### src/rtl/data_normal_pkg.sv
// Shared types and width helpers for the data normalisation pipeline.
package data_normal_pkg;

  typedef enum logic [1:0] {
    MODE_THRESH = 2'd0,
    MODE_SCALE  = 2'd1,
    MODE_BYPASS = 2'd2
  } mode_e;

  localparam int SAT_CNT_W = 16;

  function automatic int prod_width(input int din_w, input int fac_w);
    return din_w + fac_w;
  endfunction

  // Right shift that maps the full product back onto the output width.
  function automatic int rnd_shift(input int din_w, input int fac_w,
                                   input int dout_w, input int shift);
    return din_w + fac_w - dout_w - shift;
  endfunction

endpackage

### src/rtl/data_normal_pipe_lane.sv
// One channel: S1 product/threshold register, then combinational round and saturate.
module norm_lane
  import data_normal_pkg::*;
#(
  parameter int DIN_WIDTH    = 11,
  parameter int FACTOR_WIDTH = 11,
  parameter int DOUT_WIDTH   = 11,
  parameter int SHIFT        = 0
) (
  input  logic                    clk,
  input  logic                    rst,
  input  logic                    ld_i,
  input  logic [DIN_WIDTH-1:0]    d_i,
  input  logic [FACTOR_WIDTH-1:0] f_i,
  input  logic [1:0]              mode_i,
  output logic [DOUT_WIDTH-1:0]   res_o,
  output logic                    sat_o
);

  localparam int N = prod_width(DIN_WIDTH, FACTOR_WIDTH);
  localparam int R = rnd_shift(DIN_WIDTH, FACTOR_WIDTH, DOUT_WIDTH, SHIFT);
  localparam logic [N:0] OUT_MAX = (N+1)'({DOUT_WIDTH{1'b1}});
  localparam logic [N:0] RND = (R > 0) ? (N+1)'(1) << (R > 0 ? R - 1 : 0) : '0;

  logic [N-1:0]         d_ext, f_ext;
  logic [N-1:0]         p_q;
  logic [DIN_WIDTH-1:0] d_q;
  logic                 below_q;
  logic [N:0]           sum, scaled, val;

  assign d_ext = N'(d_i);
  assign f_ext = N'(f_i);

  always_ff @(posedge clk or posedge rst) begin
    if (rst) begin
      p_q     <= '0;
      d_q     <= '0;
      below_q <= 1'b0;
    end else if (ld_i) begin
      p_q     <= d_ext * f_ext;
      d_q     <= d_i;
      below_q <= d_ext < f_ext;
    end
  end

  assign sum    = {1'b0, p_q} + RND;
  assign scaled = sum >> R;

  always_comb begin
    res_o = '0;
    sat_o = 1'b0;
    val   = scaled;
    if (mode_i == MODE_BYPASS) val = (N+1)'(d_q);
    // Anything other than scale/bypass behaves as threshold mode.
    if (mode_i != MODE_SCALE && mode_i != MODE_BYPASS && below_q) begin
      res_o = '0;
      sat_o = 1'b0;
    end else if (val > OUT_MAX) begin
      res_o = '1;
      sat_o = 1'b1;
    end else begin
      res_o = val[DOUT_WIDTH-1:0];
    end
  end

endmodule

### src/rtl/data_normal_pipe.sv
// Two-stage valid/ready normalisation pipe: per-channel multiply, then round/saturate.
module data_normal_pipe
  import data_normal_pkg::*;
#(
  parameter int NUM_CH       = 4,
  parameter int DIN_WIDTH    = 11,
  parameter int FACTOR_WIDTH = 11,
  parameter int DOUT_WIDTH   = 11,
  parameter int SHIFT        = 0,
  parameter int FACTOR_RST   = 2**(FACTOR_WIDTH-1)
) (
  input  logic                                        clk,
  input  logic                                        rst,
  input  logic                                        in_valid,
  output logic                                        in_ready,
  input  logic [NUM_CH*DIN_WIDTH-1:0]                 in_data,
  input  logic                                        in_last,
  input  logic [1:0]                                  mode,
  input  logic                                        factor_wr,
  input  logic [((NUM_CH>1)?$clog2(NUM_CH):1)-1:0]    factor_ch,
  input  logic [FACTOR_WIDTH-1:0]                     factor_data,
  output logic                                        out_valid,
  input  logic                                        out_ready,
  output logic [NUM_CH*DOUT_WIDTH-1:0]                out_data,
  output logic                                        out_last,
  output logic [SAT_CNT_W-1:0]                        sat_count
);

  localparam int CH_W = (NUM_CH > 1) ? $clog2(NUM_CH) : 1;
  localparam logic [FACTOR_WIDTH-1:0] F_RST = FACTOR_WIDTH'(FACTOR_RST);

  logic [FACTOR_WIDTH-1:0]          fac_q [NUM_CH];
  logic                             v1_q, v1_d, v2_q, v2_d;
  logic                             ld1, ld2;
  logic [1:0]                       mode_q;
  logic                             last1_q;
  logic [NUM_CH*DOUT_WIDTH-1:0]     res;
  logic [NUM_CH-1:0]                sat_vec;
  logic [NUM_CH*DOUT_WIDTH-1:0]     out_data_q;
  logic                             out_last_q;
  logic [SAT_CNT_W-1:0]             sat_cnt_q, sat_cnt_d;
  logic [SAT_CNT_W:0]               sat_sum;

  assign in_ready = !v1_q || !v2_q || out_ready;
  assign ld1      = in_valid && in_ready;
  assign ld2      = v1_q && (!v2_q || out_ready);

  // Out-of-range channel indices simply match no entry.
  always_ff @(posedge clk or posedge rst) begin
    if (rst) begin
      for (int c = 0; c < NUM_CH; c++) fac_q[c] <= F_RST;
    end else if (factor_wr) begin
      for (int c = 0; c < NUM_CH; c++)
        if (factor_ch == CH_W'(c)) fac_q[c] <= factor_data;
    end
  end

  for (genvar c = 0; c < NUM_CH; c++) begin : g_lane
    norm_lane #(
      .DIN_WIDTH    (DIN_WIDTH),
      .FACTOR_WIDTH (FACTOR_WIDTH),
      .DOUT_WIDTH   (DOUT_WIDTH),
      .SHIFT        (SHIFT)
    ) u_lane (
      .clk    (clk),
      .rst    (rst),
      .ld_i   (ld1),
      .d_i    (in_data[c*DIN_WIDTH +: DIN_WIDTH]),
      .f_i    (fac_q[c]),
      .mode_i (mode_q),
      .res_o  (res[c*DOUT_WIDTH +: DOUT_WIDTH]),
      .sat_o  (sat_vec[c])
    );
  end

  always_comb begin
    v1_d = v1_q;
    if (ld1)      v1_d = 1'b1;
    else if (ld2) v1_d = 1'b0;

    v2_d = v2_q;
    if (ld2)            v2_d = 1'b1;
    else if (out_ready) v2_d = 1'b0;

    sat_sum = {1'b0, sat_cnt_q};
    for (int c = 0; c < NUM_CH; c++) sat_sum = sat_sum + (SAT_CNT_W+1)'(sat_vec[c]);

    sat_cnt_d = sat_cnt_q;
    if (ld2) sat_cnt_d = (sat_sum > (SAT_CNT_W+1)'({SAT_CNT_W{1'b1}})) ? '1 : sat_sum[SAT_CNT_W-1:0];
  end

  always_ff @(posedge clk or posedge rst) begin
    if (rst) begin
      v1_q       <= 1'b0;
      v2_q       <= 1'b0;
      mode_q     <= '0;
      last1_q    <= 1'b0;
      out_data_q <= '0;
      out_last_q <= 1'b0;
      sat_cnt_q  <= '0;
    end else begin
      v1_q      <= v1_d;
      v2_q      <= v2_d;
      sat_cnt_q <= sat_cnt_d;
      if (ld1) begin
        mode_q  <= mode;
        last1_q <= in_last;
      end
      if (ld2) begin
        out_data_q <= res;
        out_last_q <= last1_q;
      end
    end
  end

  assign out_valid = v2_q;
  assign out_data  = out_data_q;
  assign out_last  = out_last_q;
  assign sat_count = sat_cnt_q;

endmodule

### config.mk
export PLATFORM = sky130hd
export DESIGN_NAME = data_normal_pipe
export DESIGN_NICKNAME = d
export VERILOG_FILES = /design/src/rtl/data_normal_pkg.sv /design/src/rtl/data_normal_pipe_lane.sv /design/src/rtl/data_normal_pipe.sv
export SDC_FILE = /design/constraint.sdc
export NUM_CORES = 2
export LEC_CHECK = 0
export ABC_AREA = 1
export CORE_ASPECT_RATIO = 1.25
export CORE_MARGIN = 2
export CORE_UTILIZATION = 49
export CTS_BUF_LIST = sky130_fd_sc_hd__clkbuf_4 sky130_fd_sc_hd__clkbuf_8
export DETAILED_ROUTE_END_ITERATION = 8
export PLACE_DENSITY = 0.71
export SLEW_MARGIN = 40
export SYNTH_ARGS = -nofsm -noshare
export SYNTH_HDL_FRONTEND = slang
export SYNTH_SLANG_ARGS = --single-unit
### constraint.sdc
create_clock -name clk -period 15.4 [get_ports clk]
set_clock_uncertainty 0.05 [all_clocks]
set_input_delay 3.08 -clock clk [delete_from_list [all_inputs] [get_ports clk]]
set_output_delay 3.08 -clock clk [all_outputs]
set_load 0.02 [all_outputs]
# ---- Yosys cells after proc, flatten, opt, wreduce, memory -nomap -nowiden
# Cells that the tools add are included.
dict set report word_totals {
  ff_bits 246
  in_bits 65
  out_inout_bits 63
  elab_cells 94
}
dict set report op_classes {
  n_addsub 8
  n_mul 4
  magnitude_cmp 9
  eq_ne 6
  mux 25
  n_reduce_logical 19
}
# operator n
set op_table {}
lappend op_table {{adder 22 x 11 -> 23 bit (second input constant)} 4}
lappend op_table {{multiplier 11 x 11 -> 22 bit} 4}
lappend op_table {{two-way mux 11 bit} 8}
lappend op_table {{adder 17 x 1 -> 17 bit} 3}
lappend op_table {{greater-than comparator 12 x 11 -> 1 bit (second input constant)} 4}
lappend op_table {{two-way mux 12 bit} 4}
lappend op_table {{less-than comparator 11 bit} 4}
lappend op_table {{adder 16 x 1 -> 17 bit} 1}
lappend op_table {{greater-than comparator 17 x 16 -> 1 bit (second input constant)} 1}
lappend op_table {{two-way mux 16 bit} 1}
lappend op_table {{two-way mux 1 bit} 12}
lappend op_table {{AND reduction 2 bit} 4}
lappend op_table {{logical AND 1 bit} 7}
lappend op_table {{equality test 2 bit (second input constant)} 3}
lappend op_table {{nonzero test 2 bit} 2}
lappend op_table {{logical OR 1 bit} 3}
lappend op_table {{equality test 2 x 1 -> 1 bit (second input constant)} 1}
lappend op_table {{zero test 1 bit} 2}
lappend op_table {{zero test 2 bit} 1}
lappend op_table {{!= test 2 x 1 -> 1 bit (second input constant)} 1}
lappend op_table {{!= test 2 bit (second input constant)} 1}

# ---- Logic depth before layout (Yosys ltp)
dict set report logic_depth {
  ltp_word 11
  ltp_mapped 22
  mapped_depth_nobuf 22
}

# ---- Hierarchy
# A second synthesis with hierarchy kept.
dict set report unflattened {
  cells_unflattened 3711
  hier_area_um2 27711.6
}
# mod n_inst cells_each area_each_um2 seq_area_each_um2
set modules_own_cells {}
lappend modules_own_cells {{norm_lane (g_lane[3].u_lane)} 1 800 5806.8 600.6}
lappend modules_own_cells {{norm_lane (g_lane[0].u_lane)} 1 797 5795.6 600.6}
lappend modules_own_cells {{norm_lane (g_lane[1].u_lane)} 1 796 5793.1 600.6}
lappend modules_own_cells {{norm_lane (g_lane[2].u_lane)} 1 798 5774.3 600.6}
lappend modules_own_cells {data_normal_pipe 1 520 4541.9 2757.6}

# ---- Worst setup path before layout
# No wires, ideal clock.
dict set report synth_timing {
  kind {in2reg}
  startpoint {input in_data[11]}
  endpoint {register g_lane[1].u_lane.p_q[19]}
  setup_time_ns 0.117
  arrival_ns 7.255
  slack_ns 7.978
  cell_stages 20
  n_path_buf 1
  cell_sequence {clkbuf_1 -> nand2_1 -> fa_1 -> fa_1 -> inv_1 -> fa_1 -> inv_1 -> fa_1 -> inv_1 -> fa_1 -> ha_1 -> nand2_1 -> nor4_1 -> nand2_1 -> nand2_1 -> nand2_1 -> nand2_1 -> nand2_1 -> nand3_1 -> nand2_1}
}
dict set report synth_between {
  elab_chain_cells 1
}
# element line
set synth_lines {}
lappend synth_lines {{start, declared} data_normal_pipe.sv:16} ;# input logic [NUM_CH*DIN_WIDTH-1:0] in_data,
lappend synth_lines {{multiplier 11 x 11 -> 22 bit} data_normal_pipe_lane.sv:40} ;# p_q <= d_ext * f_ext;
lappend synth_lines {{end signal, assigned} data_normal_pipe_lane.sv:40}
lappend synth_lines {{end, declared} data_normal_pipe_lane.sv:26} ;# logic [N-1:0] p_q;
# Every way passes these cells.
# A chain may end at the register's enable or synchronous reset.

# ---- Worst setup path after layout
dict set report layout_timing {
  startpoint {input in_data[29]}
  endpoint {register g_lane[2].u_lane.p_q[17]}
}
dict set report layout_between {
  elab_chain_cells 1
}
# element line
set layout_lines {}
lappend layout_lines {{multiplier 11 x 11 -> 22 bit} data_normal_pipe_lane.sv:40}
lappend layout_lines {{end signal, assigned} data_normal_pipe_lane.sv:40}
lappend layout_lines {{end, declared} data_normal_pipe_lane.sv:26}
# Every way passes these cells.

==> flow_summary.toml <==
[sta]
rsz0062_at_grt = "false"
max_freq_mhz = 126
final-setup-viol-count = 0
setup_slack_ps = 7480
tns_ps = 0
hold_viol = 0
slew_violations = 0
worst_pin_slew_ps = 774
min_period_ps = 7920
slew_headroom_pct = 48.3
fin_crit_sh_pct = 51.4

[cells_and_area]
area_growth_pct = 9.72
final_common_cell = "nand2_1"
antennaDiodeCount = 0
fin_nets = 4275
drive_gt1_share_pct = 3.85
final_cell_mix = "1021 x nand2_1, 779 x inv_1, 319 x fa_1"

[floorplanning]
start_util_pct = 49.3
core_area_sq_mm = 0.0547
fp.dieH_um = 266
io_pins = 128
dieWidth_um = 214
rows = 96
die-area_sq_mm = 0.0569

[yosys]
netlist_instances = 3538
netlist.area_leader.share_pct = 23.7
netlist_area_sq_mm = 0.0270
ys_warn_count = 0
ys_types = 50
synth_seq_cells = 206
synth-async-reset-ratio_pct = 100
synth_area_leader_cell = "fa_1"
synth_nets = 4236
ys_seq_area_share_pct = 19.1
synth.area.top_cells = "fa_1 24%, dfrtp_1 19%, ha_1 15%"
synth.avg_cell_area_sq_um = 7.62
ys.flop_type = "dfrtp_1"
synth-edff-count = 0

[clocking]
cts_root_buffer = "clkbuf_8"
holdBufCountCts = 0
numClockSinks = 206
numCtsBuffers = 38
cts-htree-levels = 2
postCtsSetupBuffers = 0
cts_tree = "done"
worstSkewPairLatency_ps = 570
clk_pin_slew_worst_paths_ps = 60
cts.repair.resized = 0
clockBufferDepth = 3

[critical_path]
arrival_ps = 8300
start_kind = "input port"
rr_worst_depth = 21
crit_path_end_kind = "flop"
crit_start = "in_data[29]"
reg2reg_to = "g_lane[2].u_lane.p_q[17]"
cp_data_required_time_ps = 15780
worstPathMaxFanout = 13
rr_startpoint = "fac_q[13]"
critPathKind = "input port to flop"
cp-endpoint = "g_lane[2].u_lane.p_q[17]"
worst-r2r-setup-slack_ps = 10230

[detailed_routing]
via_per_inst = 5.10
vias = 22100
antenna_left = 0
drt-total-wl_um = 66300
route.detailed.drc = 0
drt_first_pass_iters = 7
wl_per_cell_um = 15.3
drt_iter0_drc = 1239

[place]
gp_congestion = 0.896
hpwlAfterDp_um = 51700
post-place-ws_ps = 6930
io_buffers = 127

[global_routing]
grt_pass1_wl_um = 112000
grt_max_degree = 124
track_usage_pct = 24.4
grt_overflow = 0
antenna_found_initial = 0
grt_pass1_vias = 22800

[status]
status = "finished, final reports clean"

[job]
max_cap_violations = 0

[pwr]
leakage_nw = 16.7
power_density_mw_per_mm2 = 186
worst_ir_drop_vdd_mv = 0.103

[min_path]
hold_class = "flop to flop"
[routing by layer]
metal,up-vias,share of wire [%],track usage (%)
li1,10800,-,-
met1,10700,42,30.1
met2,530,49,43.2
met3,141,5.6,3.85
met4,0,3.5,8.20
met5,-,0,0
[report_power, final]
part           total, mW  leakage, nW  internal [mW]  switching [mW]
Combinational       4.00         13.6           1.57            2.43
Sequential         0.903         2.57          0.699           0.204
Clock              0.596        0.457          0.349           0.247
[worst max-delay path, cell delays in order]
cell and delay, ps:
clkdlybuf4s50_1 910, nand2_1 170, fa_1 570, inv_1 50, fa_1 500, inv_1 60, fa_1 540, inv_1 50
fa_1 470, inv_1 50, fa_1 470, inv_1 40, ha_1 300, nand2_1 100, nor2_1 160, nand4_1 100
o21ai_1 310, nand2_1 120, nand2_1 80, nand2_1 40, nand3_1 70, nand2_1 50
[flip-flops by register name, summed over array words and instances (netlist names)]
signal and flops:
g_lane.u_lane.d_q 44, out_valid 1, sat_count 16, mode_q 2, last1_q 1, fac_q 44
out_last 1, out_data 44, g_lane.u_lane.p_q 48, g_lane.u_lane.below_q 4, v1_q 1
[cell usage after synthesis, types with 2 or more instances]
cell,n
a211oi_1,5
a21o_1,8
a21oi_1,132
a22o_1,7
a31o_2,2
a31oi_1,7
buf_2,16
clkbuf_1,117
dfrtp_1,202
dfstp_2,4
fa_1,319
ha_1,314
inv_1,781
inv_2,9
nand2_1,1022
nand2_2,6
nand3_1,99
nand3_2,4
nand3b_1,13
nand4_1,27
nand4_2,2
nor2_1,124
nor2_2,10
nor2_4,7
nor3_1,21
nor3_2,2
nor4_1,8
o2111ai_1,4
o21a_1,4
o21ai_0,153
o21ai_1,35
o21ai_2,2
o21bai_1,4
o221ai_1,2
o22ai_1,4
or2_0,2
or2_2,4
xnor2_1,29
xor2_1,16
[area by class of cell]
class | count | area, sq um
flip-flops and latches | 206 | 5160
inverters | 791 | 2980
well taps | 735 | 920
fillers | 5142 | 25100
clock inverters | 8 | 78.8
clock buffers | 62 | 803
repair buffers | 135 | 1340
multi-input cells | 2405 | 18300
[logic make-up after synthesis]
group	after synthesis	synth area share, %
AOI/OAI and AO/OA	372	7.43
xor gates and xnor gates	45	1.46
adders and majority gates	633	38.3
buffers and inverters	927	13.0
DFF	206	19.1
and+or+nand+nor	1355	20.7
[worst min-delay path by stage]
stage                                 start                 endpoint  slack (ps)  cells past startpoint
floorplan           g_lane[1].u_lane.d_q[1]  g_lane[1].u_lane.d_q[1]         390                      2
finish                              last1_q                 out_last         410                      2
detailed placement  g_lane[1].u_lane.d_q[1]  g_lane[1].u_lane.d_q[1]         400                      2
global route        g_lane[1].u_lane.d_q[1]  g_lane[1].u_lane.d_q[1]         440                      2
global placement    g_lane[1].u_lane.d_q[1]  g_lane[1].u_lane.d_q[1]         400                      2
CTS                 g_lane[1].u_lane.d_q[1]  g_lane[1].u_lane.d_q[1]         420                      2
[stage by stage]
stage          hold slack, ps  utilization (%)  instance area (sq um)  cells  power, mW
3_3_place_gp              400             52.5                  28700   4272       4.82
5_1_grt                   439             54.1                  29600   4342       6.19
6_report                  412             54.1                  29600   4342       5.49
3_5_place_dp              403             52.5                  28700   4272       4.88
4_1_cts                   417             54.1                  29600   4342       5.51
2_1_floorplan             387                -                  27000   3538       3.91
(Power assumes the default switching activity.)
